`src/rtl/branch_redirect_ctrl.sv`:
```
// Redirect sequencer behind the EX branch unit. On a taken branch it flushes IF/ID,
// hands the target PC to fetch over valid/ready, drains fetch, and traps misaligned targets.
module branch_redirect_ctrl #(
    parameter int unsigned FLUSH_CYCLES = 2,
    parameter logic [31:0] RESET_PC     = 32'h0000_0000
) (
    input  logic        clk_i,
    input  logic        rst_i,
    input  logic        ex_valid_i,
    input  logic        ex_taken_i,
    input  logic [31:0] ex_target_i,
    input  logic        redirect_ready_i,
    output logic        redirect_valid_o,
    output logic [31:0] redirect_pc_o,
    output logic        flush_if_o,
    output logic        flush_id_o,
    output logic        ex_stall_o,
    output logic        misalign_exc_o,
    output logic [31:0] misalign_tval_o,
    output logic [31:0] redirect_cnt_o
);

    localparam int CW = (FLUSH_CYCLES < 1) ? 1 : $clog2(FLUSH_CYCLES + 1);

    typedef enum logic [1:0] {
        IDLE     = 2'd0,
        REDIRECT = 2'd1,
        DRAIN    = 2'd2
    } state_t;

    state_t        state_q, state_d;
    logic [CW-1:0] drain_q, drain_d;
    logic [31:0]   cnt_q;
    logic          take, misaligned, idle_take, hs;

    assign take       = ex_valid_i && ex_taken_i;
    assign misaligned = ex_target_i[1:0] != 2'b00;
    assign idle_take  = (state_q == IDLE) && take;
    assign hs         = (state_q == REDIRECT) && redirect_ready_i;

    assign redirect_cnt_o = cnt_q;

    always_comb begin
        state_d          = state_q;
        drain_d          = drain_q;
        redirect_valid_o = 1'b0;
        flush_if_o       = 1'b0;
        flush_id_o       = 1'b0;
        ex_stall_o       = 1'b0;
        case (state_q)
            IDLE: begin
                // Younger instructions die even when the target traps.
                if (take) begin
                    flush_if_o = 1'b1;
                    flush_id_o = 1'b1;
                    if (!misaligned) state_d = REDIRECT;
                end
            end
            REDIRECT: begin
                redirect_valid_o = 1'b1;
                ex_stall_o       = 1'b1;
                flush_if_o       = 1'b1;
                flush_id_o       = 1'b1;
                if (redirect_ready_i) begin
                    if (FLUSH_CYCLES == 0) begin
                        state_d = IDLE;
                    end else begin
                        state_d = DRAIN;
                        drain_d = CW'(FLUSH_CYCLES);
                    end
                end
            end
            DRAIN: begin
                flush_if_o = 1'b1;
                drain_d    = drain_q - CW'(1);
                if (drain_q <= CW'(1)) state_d = IDLE;
            end
            default: state_d = IDLE;
        endcase
    end

    always_ff @(posedge clk_i or posedge rst_i) begin
        if (rst_i) begin
            state_q         <= IDLE;
            drain_q         <= '0;
            redirect_pc_o   <= RESET_PC;
            misalign_exc_o  <= 1'b0;
            misalign_tval_o <= 32'h0;
            cnt_q           <= 32'h0;
        end else begin
            state_q        <= state_d;
            drain_q        <= drain_d;
            misalign_exc_o <= idle_take && misaligned;
            if (idle_take && misaligned)  misalign_tval_o <= ex_target_i;
            if (idle_take && !misaligned) redirect_pc_o   <= ex_target_i;
            if (hs)                       cnt_q           <= cnt_q + 32'd1;
        end
    end

endmodule
```
`config.mk`:
```
export PLATFORM = sky130hd
export DESIGN_NAME = branch_redirect_ctrl
export DESIGN_NICKNAME = d
export VERILOG_FILES = /design/src/rtl/branch_redirect_ctrl.sv
export SDC_FILE = /design/constraint.sdc
export NUM_CORES = 1
export LEC_CHECK = 0
export CAP_MARGIN = 20
export CORE_MARGIN = 3
export CORE_UTILIZATION = 50
export CTS_BUF_LIST = sky130_fd_sc_hd__clkbuf_8
export DETAILED_ROUTE_END_ITERATION = 6
export PLACE_DENSITY = 0.94
export SLEW_MARGIN = 20
export SYNTH_ARGS = -nofsm -noshare
export SYNTH_HDL_FRONTEND = slang
export SYNTH_SLANG_ARGS = --single-unit
```
`constraint.sdc`:
```
create_clock -name clk_i -period 11.1 [get_ports clk_i]
set_input_delay 2.775 -clock clk_i [delete_from_list [all_inputs] [get_ports clk_i]]
set_output_delay 2.775 -clock clk_i [all_outputs]
set_load 0.01 [all_outputs]
```
; Word-level counts from Yosys, hierarchy flattened
; Cells that the tools add are included.
[totals]
regBits = 101
output_inout_bits = 101
word_cells = 37
input_bits = 37
[classes]
magnitude_cmp = 1
n_mux = 10
addsub = 2
n_reduce_logical = 12
eq_ne = 6
[op_table]
columns = op, count
row1 = 32-bit by 1-bit adder with 32-bit output (second input constant), 1
row2 = 2-bit two-way mux, 4
row3 = 2-bit != test (second input constant), 4
row4 = 2-bit case mux with 3 select lines, 1
row5 = 1-bit logical AND, 5
row6 = 1-bit case mux with 2 select lines, 2
row7 = 2-bit case mux with 2 select lines, 1
row8 = 4-bit AND reduction, 1
row9 = 2-bit nonzero test, 2
row10 = 2-bit by 1-bit == test with 1-bit output (second input constant), 1
row11 = 2-bit == test (second input constant), 1
row12 = 2-bit by 1-bit <= comparator with 1-bit output (second input constant), 1
row13 = 2-bit zero test, 1
row14 = 1-bit two-way mux, 2
row15 = 2-bit AND reduction, 1
row16 = 2-bit OR reduction, 1
row17 = 2-bit by 1-bit subtractor with 2-bit output (second input constant), 1
row18 = 1-bit zero test, 1

; Longest topological paths before layout
; Gate-level depths: netlist (run 1).
[logic_depth]
depth_word = 4
depth_mapped = 6
depth_no_buf = 6

; Worst setup path after synthesis (run 1)
; OpenSTA, ideal clock, no wires.
[synth_timing]
kind = input-to-output
startpoint = input port ex_valid_i
endpoint = output port flush_id_o
cell_stages = 2
t_required_ns = 8.325
setup_slack_ns = 5.051
arrival_ns = 3.274
n_path_buf = 0
path_cell_list = and3_1 > or2_2
[synth_between]
elab_chain_cells = 3
[synth_lines]
columns = item, line
row1 = from (decl), 9  ; input logic ex_valid_i,
row2 = 1-bit logical AND, 36  ; assign take = ex_valid_i && ex_taken_i;
row3 = 1-bit two-way mux, 53  ; if (take) begin
row4 = 1-bit case mux with 2 select lines, 50  ; case (state_q)
row5 = to (decl), 16  ; output logic flush_id_o,
; Every way passes these cells.

; Worst setup path after layout (run 1)
; Same ends and word-level chain as after synthesis.

==> results of run 1 <==
sequential cells by signal, summed over array words and instances (netlist names):
signal           cells
misalign_exc_o       1
redirect_cnt_o      32
redirect_pc_o       32
state_q              2
drain_q              2
misalign_tval_o     32
metal layers:
metal / up-vias / GRT usage, %
li1: 1324 / -
met1: 1379 / 25.9
met2: 123 / 34.5
met3: 13 / 7.36
met4: 0 / 8.06
met5: - / 0
metrics by stage:
step	total power, mW	setup WS (ps)	instances	area [µm²]
finish	1.30	4090	548	5760
floorplan	0.787	5050	298	4100
global placement	1.09	4130	532	5580
CTS	1.32	4100	548	5750
detailed placement	1.12	4100	532	5580
global route	1.39	4040	548	5760
worst max-delay path, cell delays in order:
cell             delay (ps)
clkdlybuf4s50_1         440
and3_1                  260
or2_2                   280
clkdlybuf4s50_1         480
cells by family (layout without fill, tap and decap cells):
kind of cell	after synthesis	count (layout)	synth area share, %
AO/OA/AOI/OAI	7	7	0.946
XOR/XNOR	31	31	6.62
adder cells (fa/ha/maj)	6	6	1.83
buffers and inverters	14	162	1.71
flip-flops	101	101	61.6
multiplexers	62	62	17.0
AND/OR/NAND/NOR	77	77	10.3
power by group through the flow:
stage          Combinational [mW]  Clock (mW)  Sequential [mW]
6_report                    0.535       0.200            0.568
5_1_grt                     0.580       0.223            0.585
4_1_cts                     0.544       0.208            0.569
3_5_place_dp                0.543           0            0.577
3_3_place_gp                0.520           0            0.566
2_1_floorplan               0.162           0            0.624
path summary, 6_finish.rpt:
path	startpoint	endpoint	slack, ps	depth (start not counted)
worst min-delay path	misalign_tval_o[0]	misalign_tval_o[0]	490	2
max in group asynchronous	rst_i	redirect_pc_o[20]	7430	3
worst max register to register	state_q[1]	redirect_cnt_o[16]	8880	6
worst max-delay path	ex_valid_i	flush_id_o	4090	4
worst min register to register	misalign_tval_o[0]	misalign_tval_o[0]	490	2
min in group asynchronous	rst_i	redirect_cnt_o[12]	2680	2
Yosys cell counts (2+ instances only):
| library cell | count |
|---|---|
| a21oi_1 | 2 |
| and2_1 | 4 |
| and3_1 | 3 |
| and4_1 | 2 |
| buf_2 | 5 |
| dfrtp_1 | 101 |
| ha_1 | 6 |
| inv_1 | 6 |
| mux2_2 | 62 |
| nand2_1 | 20 |
| nand3_1 | 15 |
| nand4_1 | 13 |
| nor2_1 | 9 |
| nor3_1 | 5 |
| o21ai_0 | 3 |
| xnor2_1 | 27 |
| xor2_1 | 4 |
layout make-up:
class                           instances  area share (%)
Timing Repair Buffer                  140            24.3
Tap cell                              102            2.22
Multi-Input combinational cell        183            26.2
Clock buffer                           10            2.39
Sequential cell                       101            43.9
Inverter                                6           0.435
Clock inverter                          6           0.565
==> run metrics, run 1 <==
I/O pin cnt=138; top cell type's share of synthesized area=61.6%; global route overflow=0; Synth Instances=just under 300; most used flip-flop cell after synthesis=dfrtp_1; H-tree depth=3; fmax=approximately 0.14 GHz; met3 wire len=~1000 µm; Inserted Diodes=0; combinational share of power=41.0%; Max Cap Violations=0; Sink Count=101; largest net degree at the start of global routing=a little under 90; Routed met2 length=around 4.4 mm; top sig layer=met4; Setup TNS=0 ps; Post-CTS Setup Repair Bufs=0; syn_nets=341; Mapped Avg Cell Area=13.8 µm²; cell-internal power=roughly 0.9 mW; first-pass GRT wire length=15.0 mm; most frequent cells in the layout=137 x clkdlybuf4s50_1, 101 x dfrtp_1, 62 x mux2_2; number of synthesized register bits=101; Max-slew headroom=roughly half; row count=32; TritonCTS Buffers=9; port bufs=137; Clock Power Share=15.4%; WHS=491 ps; cts hold-fix bufs=0; initial antenna violation count=0; drt via density=5.18; crit-path max FO=5; drc violations=0; Chip Width=96.6 µm; layout cell share with drive strength beyond 1=a little under a fifth; Clock Pin Slew Worst Setup and Hold Paths=80 ps; worst hold path type=register to register; CORE AREA=0.00785 mm²; Synth async-reset ratio=100%; Synth Cell Area=a little over 0.004 mm²; met1 WL=between 3 and 4 mm; Nets=484; via count=2839; final core utilization=about three quarters; Final HPWL DP=7.08 mm; number of setup violations in the final report=0; Initial Util=52.3%; synth top area cells=dfrtp_1 62%, mux2_2 17%, xnor2_1 5.8%; Seq pwr share=a little over two fifths; RSZ-0062 raised after global routing=false; WP data required=8330 ps; FF+latch area=0.00253 mm²; Root Driver=clkbuf_8; Cell Pwr Density=~230 mW/mm²; CP startpoint kind=input port; WL/cell=~17 µm; maximum vdd drop=0.0000771 V; initial drt markers=77; number of global-route vias before repair=3001; switching share of power=30.1%; critical path class=input port to output port; Die Height=just under 100 µm; CP arrival=4240 ps; Psw=0.393 mW; most common cell after layout, fill and taps aside=clkdlybuf4s50_1; post-synthesis sequential area ratio=61.6%; drt total wl=9.45 mm; fin crit share=63.2%; die area=a little over 0.009 mm²; Synth area leader=dfrtp_1; area of the multi-input gates=0.00151 mm²; Cell variety after synth=28; clk buf depth=2; drt pass-1 iters=4; Slew Limit Fails=0; clk_lat worst skew=around 350 ps; Clock Skew=7.73 ps; fillers=approximately 550; Fin. Hold Viols=0; Post-CTS Resized=0; area grow syn2layout=40.3%; CTS tree=done; Slew @ Worst Pin=763 ps; EDFF count, synth=0; GRT Util Overall=21.1%; GP Congestion=approximately 0.78; status=finished, final reports clean; CP endpoint kind=output port; Antenna Violating Nets Remaining=0; leakage=2.47 nW; Yosys Warn Count=0; Final Critical Period=~7000 ps
Power figures use the tool's default switching activity.
==> run 2: changes to the inputs <==
- CORE_UTILIZATION: 50 -> 47
- PLACE_DENSITY: 0.94 -> 0.89
- clock period: 11.1 -> 6.77 ns (I/O delays scaled with it)
==> run 2 against run 1 <==
Effect of this change: power increased by 65%; hold slack got worse by 7.2 ps; setup slack got worse by 2200 ps; first-iteration DRC count decreased by 40%; wire length decreased by 3.2%; largest cell class unchanged.
==> run metrics, run 2 (synthesis results as in run 1) <==
CP startpoint kind=input port (unchanged); Setup crit start=ex_valid_i (unchanged); clk buf depth=2 (unchanged); port bufs=137 (unchanged); Post-CTS Setup Repair Bufs=0 (unchanged); global route overflow=0 (unchanged); most common cell after layout, fill and taps aside=clkdlybuf4s50_1 (unchanged); Clock Skew=11.5 ps (was 7.73 ps); Inserted Diodes=0 (unchanged); leakage=2.46 nW (was 2.47 nW); fillers=592 (was 547); hold_sp=redirect_cnt_o[31] (was misalign_tval_o[0]); Root Driver=clkbuf_8 (unchanged); I/O pin cnt=138 (unchanged); CP arrival=3160 ps (was 4240 ps); Nets=483 (was 484); critical path class=input port to output port (unchanged); Setup TNS=0 ps (unchanged); Antenna Violating Nets Remaining=0 (unchanged); Final Non-Filler Cells=550 (was 548); CP endpoint kind=output port (unchanged); Slew Limit Fails=0 (unchanged); CORE AREA=0.00834 mm² (was 0.00785 mm²); via count=2843 (was 2839); cts hold-fix bufs=0 (unchanged); Final HPWL DP=6.73 mm (was 7.08 mm); Post-CTS Resized=0 (unchanged); crit-path max FO=5 (unchanged); drt total wl=9.14 mm (was 9.45 mm); most frequent cells in the layout=137 x clkdlybuf4s50_1, 101 x dfrtp_1, 62 x mux2_2 (unchanged); GP Congestion=0.824 (was 0.780); first-pass GRT wire length=14.9 mm (was 15.0 mm); Slew @ Worst Pin=1050 ps (was 763 ps); drc violations=0 (unchanged); status=finished, final reports clean (unchanged); Clock Pin Slew Worst Setup and Hold Paths=100 ps (was 80 ps); maximum vdd drop=0.000150 V (was 0.0000771 V); clk_lat worst skew=350 ps (about the same); Max-slew headroom=29.7% (was 48.8%); die area=0.00988 mm² (was 0.00933 mm²); Sink Count=101 (unchanged); CTS tree=done (unchanged); Fin. Hold Viols=0 (unchanged); WL/cell=16.6 µm (was 17.2 µm); fmax=0.206 GHz; Die Height=99.4 µm (was 96.6 µm); initial drt markers=46 (was 77); area grow syn2layout=40.7% (was 40.3%); layout cell share with drive strength beyond 1=19.6% (was 19.1%); Critical R2R Launch=state_q[1] (unchanged); row count=33 (was 32); Chip Width=99.4 µm (was 96.6 µm); WHS=484 ps (was 491 ps); worst hold path type=register to register (unchanged); placed insts=534 (was 532); WP data required=5080 ps (was 8330 ps); Max Cap Violations=0 (unchanged); drt via density=5.17 (was 5.18); number of setup violations in the final report=0 (unchanged); TritonCTS Buffers=9 (unchanged); GRT Util Overall=18.9% (was 21.1%); Final Critical Period=about 4900 ps; largest net degree at the start of global routing=53 (was 89); RSZ-0062 raised after global routing=false (unchanged); Initial Util=49.2% (was 52.3%); H-tree depth=3 (unchanged); number of global-route vias before repair=3002 (was 3001); initial antenna violation count=0 (unchanged); fin crit share=71.7%; drt pass-1 iters=4 (unchanged); Cell Pwr Density=372 mW/mm² (was 227 mW/mm²)
==> run 2: changes by cell type in the layout (fill, tap and decap cells not counted) <==
cell        change
inv_1           -3
inv_6           +2
buf_6           -1
clkinvlp_4      +1
o21ai_2         -1
o21ai_4         +1
==> run 2: area by class of cell <==
| cell class | count | area (µm²) | share of cell area (%) |
|---|---|---|---|
| clock buffers | 10 | 138 | 2.39 |
| clock inverters | 6 | 46.3 | 0.802 |
| inverters | 6 | 25.0 | 0.434 |
| multi-input cells | 183 | 1520 | 26.3 |
| repair buffers | 139 | 1390 | 24.0 |
| well taps | 105 | 131 | 2.28 |
| flip-flops and latches | 101 | 2530 | 43.8 |
==> run 2: path summary, 6_finish.rpt <==
check	to	slack, ps	depth (start not counted)
worst max-delay path	flush_id_o	1920	4
worst min-delay path	redirect_cnt_o[31]	480	1
worst max register to register	redirect_cnt_o[24]	4610	6
worst min register to register	redirect_cnt_o[31]	480	1
max in group asynchronous	misalign_tval_o[23]	3930	3
min in group asynchronous	redirect_pc_o[17]	1780	2
==> run 2: where the power goes <==
group | switching [mW] | internal, mW | leakage, nW
Clock | 0.206 | 0.146 | 0.0893
Sequential | 0.119 | 0.810 | 1.27
Combinational | 0.323 | 0.543 | 1.10
Total | 0.649 | 1.50 | 2.46
==> run 2: metrics by stage <==
step | total power [mW] | cell area [µm²] | utilization [%] | worst slack (ps)
CTS | 2.17 | 5770 | 69.2 | 1910
global route | 2.27 | 5770 | 69.2 | 1840
global placement | 1.78 | 5590 | 67.0 | 1940
detailed placement | 1.82 | 5590 | 67.0 | 1910
floorplan | 1.29 | 4100 | - | 2430
finish | 2.15 | 5770 | 69.2 | 1920
==> run 2: worst max-delay path: stages <==
cell             delay [ps]
clkdlybuf4s50_1         430
and3_1                  260
or2_2                   290
clkdlybuf4s50_1         480
==> run 2: metal layers <==
| metal | GRT usage (%) | up-vias | routed length (µm) |
|---|---|---|---|
| met4 | 5.25 | 0 | 61 |
| li1 | - | 1323 | - |
| met1 | 25.6 | 1395 | 4110 |
| met5 | 0 | - | 0 |
| met2 | 30.2 | 117 | 4200 |
| met3 | 5.26 | 8 | 779 |
